===== src/rtl/alu_pkg.sv =====
// Shared definitions for the ALU-side shift path: widths, FSM encoding and
// the stage index the sequenced shifter starts from.
package alu_pkg;

  localparam int WIDTH   = 32;
  localparam int SHAMT_W = 5;

  localparam logic [2:0] STAGE_TOP = 3'd4;

  typedef enum logic [1:0] {
    IDLE  = 2'b00,
    SHIFT = 2'b01,
    DONE  = 2'b10
  } state_t;

endpackage


===== src/rtl/right_shift_stage.sv =====
// One power-of-two stage of the right shifter: shifts by 2^stage when enabled,
// filling vacated MSBs with the sign bit for arithmetic shifts.
module right_shift_stage
  import alu_pkg::*;
(
  input  logic [WIDTH-1:0] value,
  input  logic [2:0]       stage,
  input  logic             enable,
  input  logic             arith,
  output logic [WIDTH-1:0] shifted
);

  logic [5:0]       amount;
  logic [WIDTH-1:0] srl_value;
  logic [WIDTH-1:0] sra_value;

  always_comb begin
    amount    = 6'd1 << stage;
    srl_value = value >> amount;
    sra_value = $signed(value) >>> amount;
    shifted   = value;
    if (enable) begin
      shifted = arith ? sra_value : srl_value;
    end
  end

endmodule


===== src/rtl/seq_right_shifter.sv =====
// Multi-cycle 32-bit SRL/SRA: one barrel stage per clock (16, 8, 4, 2, 1),
// fixed 5-cycle latency, valid/ready on both operand and result sides.
module seq_right_shifter
  import alu_pkg::*;
(
  input  logic               clock,
  input  logic               reset_n,
  input  logic               in_valid,
  output logic               in_ready,
  input  logic [WIDTH-1:0]   data_in,
  input  logic [SHAMT_W-1:0] shamt,
  input  logic               arith,
  output logic               out_valid,
  input  logic               out_ready,
  output logic [WIDTH-1:0]   result
);

  state_t             state, state_next;
  logic [2:0]         stage;
  logic [WIDTH-1:0]   data;
  logic [SHAMT_W-1:0] shamt_q;
  logic               arith_q;
  logic               stage_en;
  logic [WIDTH-1:0]   stage_out;

  // Sign stays in data[31] across stages, so the single stage reuses it directly.
  assign stage_en = |(shamt_q & (SHAMT_W'(1) << stage));

  right_shift_stage u_stage (
    .value   (data),
    .stage   (stage),
    .enable  (stage_en),
    .arith   (arith_q),
    .shifted (stage_out)
  );

  always_ff @(posedge clock) begin
    if (!reset_n) begin
      state <= IDLE;
    end else begin
      state <= state_next;
    end
  end

  always_comb begin
    state_next = state;
    in_ready   = 1'b0;
    out_valid  = 1'b0;
    unique case (state)
      IDLE: begin
        in_ready = 1'b1;
        if (in_valid) state_next = SHIFT;
      end
      SHIFT: begin
        if (stage == 3'd0) state_next = DONE;
      end
      DONE: begin
        out_valid = 1'b1;
        if (out_ready) state_next = IDLE;
      end
      default: state_next = IDLE;
    endcase
  end

  always_ff @(posedge clock) begin
    if (!reset_n) begin
      stage   <= 3'd0;
      data    <= '0;
      shamt_q <= '0;
      arith_q <= 1'b0;
      result  <= '0;
    end else begin
      if (state == IDLE && in_valid) begin
        data    <= data_in;
        shamt_q <= shamt;
        arith_q <= arith;
        stage   <= STAGE_TOP;
      end else if (state == SHIFT) begin
        data <= stage_out;
        if (stage == 3'd0) begin
          result <= stage_out;
        end else begin
          stage <= stage - 3'd1;
        end
      end
    end
  end

endmodule


===== config.mk =====
export PLATFORM = sky130hd
export DESIGN_NAME = seq_right_shifter
export DESIGN_NICKNAME = d
export VERILOG_FILES = /design/src/rtl/alu_pkg.sv /design/src/rtl/right_shift_stage.sv /design/src/rtl/seq_right_shifter.sv
export SDC_FILE = /design/constraint.sdc
export NUM_CORES = 1
export LEC_CHECK = 0
export ABC_AREA = 0
export ABC_CLOCK_PERIOD_IN_PS = 2700
export BUFFER_PORTS_ARGS = -buffer_cell sky130_fd_sc_hd__clkbuf_2
export CAP_MARGIN = 20
export CORE_MARGIN = 4
export CORE_UTILIZATION = 35
export DETAILED_ROUTE_END_ITERATION = 12
export SKIP_LAST_GASP = 1
export SYNTH_ARGS = -nofsm -noshare
export SYNTH_HDL_FRONTEND = slang
export SYNTH_SLANG_ARGS = --single-unit

===== constraint.sdc =====
create_clock -name clock -period 2.7 [get_ports clock]
set_clock_uncertainty 0.05 [all_clocks]
set_input_delay 0.135 -clock clock [delete_from_list [all_inputs] [get_ports clock]]
set_output_delay 0.135 -clock clock [all_outputs]
set_load 0.005 [all_outputs]

==> metrics <==
vias in the first global route=7344; highest metal used=met4; crit-path leading delay family=buffers and inverters; Yosys reg bits=75; r2r startpoint=stage[1]; Warnings, synthesis=0; worst setup path class=flop to flop; Placer Congestion=1.04; top_reg_cell synth=dfxtp_1; met3 wire length=2710 um; total grt overflow=0; Synthesized Nets=836; Slew Viols, Final=0; CP Cell Sequence=inv_2, ha_4, buf_4, or4b_1, buf_4, o32a_1, o211ai_1, buf_4, a22oi_1, a21oi_1, buf_4, o31ai_1; layout cells sized above 1=0.358; Iteration-0 DRC Markers=941; pin count of the biggest net entering global routing=50; H-tree depth=3; Vias=7746; CTS tree=built; Final Hold Slack=0.0145 ns; first-pass GRT wire length=47200 um; Worst-Skew Late Latency=0.35 ns; LEAKAGE=3.55 nW; Register-to-Register Path Depth=12; r2r endpoint=result[18]; total power=4.56 mW; worst-path fanout max=9; Hold EP=state[1]; max capacitance violation total=0; critical path required time=2.89 ns; CORE AREA=0.0172 mm^2; Post-Syn Area=0.00610 mm^2; Yosys cell types=78; R2R Setup Slk=0.04 ns; clock root cell=clkbuf_16; WHS Path Cells=3; async set or reset register ratio after synthesis=0; relative max-transition margin=0.559; Initial Utilization=0.355; Crit-path slowest cell=or4b_1; CTS clk-pin slew, worst paths=0.07 ns; number of flops mapped to enable cells by yosys=0; HP Class=input port to flop; IO buf count=75; Final Hold Viols=0; M1 wire length=13100 um; Seq/Total Area, Yosys=0.246; max frequency=376 MHz; Row Count=48; DRT Wirelength=31600 um; Die Ht=140 um; Final Critical Period=2.66 ns; Setup crit start kind=flop; worst vdd ir=0.000379 V; Vias/cell=6.38; wire per inst=26.0 um; Die X=140 um; Worst-Margin Slew=0.655 ns; CP bufs+invs=5; largest buffer count on any clock path=2; I/O Pins=76; CP endpoint kind=flop; Avg Inst Size Synth=7.74 um^2; cell mode on critical path=buf_4; CTS buffer count=9; DP Area=0.00779 mm^2; pre-CTS WS=-0.212 ns; crit-path max cell delay=0.50 ns; DRT Pass-1 Iters=5; overall routing resource usage=0.314; antenna-violating nets left=0; drt drc=0; Final Instance Area=0.00858 mm^2; Final period util=0.985; synth-to-layout area growth=40.5%; Synth Instances=789; dpl hpwl=23800 um; Die ar.=0.0196 mm^2; status=finished clean; min-delay src=out_ready; initial antenna violation count=0; Final setup viols=0; met2 WL post-DR=14000 um; final core utilization=0.499; power per cell area=531 mW/mm^2; worst setup margin=0.0402 ns; RSZ-0062 raised after global routing=true; WP data arrival=2.85 ns; fin nets=1031; Clock Sinks=75
-- flip-flops by register name (all words and copies together), names as in the netlist --
register,flops
result,32
state,2
stage,3
data,32
shamt_q,5
arith_q,1
-- Yosys cell counts (all sizes together), types with 9 or more instances --
cell type  count  area [um^2]
or3            9         56.3
nand3         29          145
a211oi        14          105
o211ai        15          113
nor2          59          224
clkbuf        54          204
o21ai         51          255
a31oi         12         75.1
a22oi         24          185
nor3          13         70.1
mux2i         26          260
a21oi         75          379
nand2         67          251
mux4          15          338
buf           32          214
and3          17          106
nand2b         9         56.3
inv           13         48.8
o31ai         20          150
nor2b         11         76.3
dfxtp         75         1500
o22ai         13         81.3
o32ai         11         96.3
mux2           9          101
-- logic make-up after synthesis --
family                     count (synthesis)  share of synthesized area
AOI/OAI and AO/OA                        313                      0.349
adders and majority gates                  5                     0.0102
buffers and inverters                    100                     0.0771
DFF                                       75                      0.246
xor gates and xnor gates                   1                    0.00143
muxes                                     50                      0.115
and+or+nand+nor                          245                      0.202
-- power breakdown --
group	total [mW]	internal (mW)	switching, mW	leakage, nW
sequential	1.36	1.19	0.163	0.614
combinational	1.78	0.814	0.966	2.77
clock	1.42	0.901	0.519	0.158
-- metal layers --
layer | track usage | vias up
met1 | 0.422 | 3738
met5 | 0 | -
met3 | 0.0543 | 115
li1 | - | 3417
met2 | 0.489 | 476
met4 | 0.149 | 0
-- per-stage QoR --
| step | std cells | TNS (ns) |
|---|---|---|
| 6_report | 1214 | 0 |
| 5_1_grt | 1213 | -0.141 |
| 4_1_cts | 1208 | 0 |
| 3_5_place_dp | 1179 | -2.27 |
| 3_3_place_gp | 1179 | -1.97 |
| 2_1_floorplan | 789 | 0 |
-- cell type report --
type,count,area [um^2]
fillers,1750,8600
multi-input cells,614,4380
repair buffers,270,2010
flip-flops and latches,75,1510
well taps,225,282
clock buffers,9,225
clock inverters,6,114
inverters,14,52.6
diodes,1,2.50
-- worst max path at each step --
stage | cells after the start | to | from | slack (ns)
after CTS | 12 | data[19] | stage[0] | 0.005
after detailed placement | 10 | result[13] | stage[1] | -0.21
after global routing | 12 | result[29] | stage[0] | -0.04
final | 12 | result[18] | stage[1] | 0.04
after global placement | 10 | result[13] | stage[1] | -0.25
after floorplan | 12 | data[10] | stage[0] | 0.31
-- worst min-delay path, stage by stage --
cell      delay (ns)
clkbuf_2        0.07
nand2b_1        0.08
a21oi_1         0.07
-- cells in the final DEF (no fill, tap or decap), types with 10 or more instances in the layout --
cell | netlist | final
o31ai_1 | 20 | 18
mux2i_1 | 26 | 26
buf_4 | 8 | 170
o21ai_0 | 48 | 43
mux4_2 | 15 | 15
a31oi_1 | 12 | 10
a211oi_1 | 14 | 10
nor3_1 | 12 | 12
nand3_1 | 29 | 29
inv_1 | 13 | 11
and3_1 | 17 | 17
o211ai_1 | 15 | 15
dfxtp_1 | 75 | 73
o22ai_1 | 13 | 10
clkbuf_2 | 1 | 76
a21oi_1 | 74 | 72
o32ai_1 | 11 | 11
nand2_1 | 67 | 66
nor2_1 | 58 | 55
a22oi_1 | 23 | 20
dlygate4sd3_1 | 0 | 11
buf_12 | 0 | 11
-- timing repair --
item,4_1_cts,5_1_grt
buffers inserted,3,5
endpoints found under the hold margin,11,0
hold buffers,11,0
setup endpoints to repair,37,57
pin swaps,5,12
gates resized for setup,20,42
Note: power is estimated with default switching activity, not from simulation.
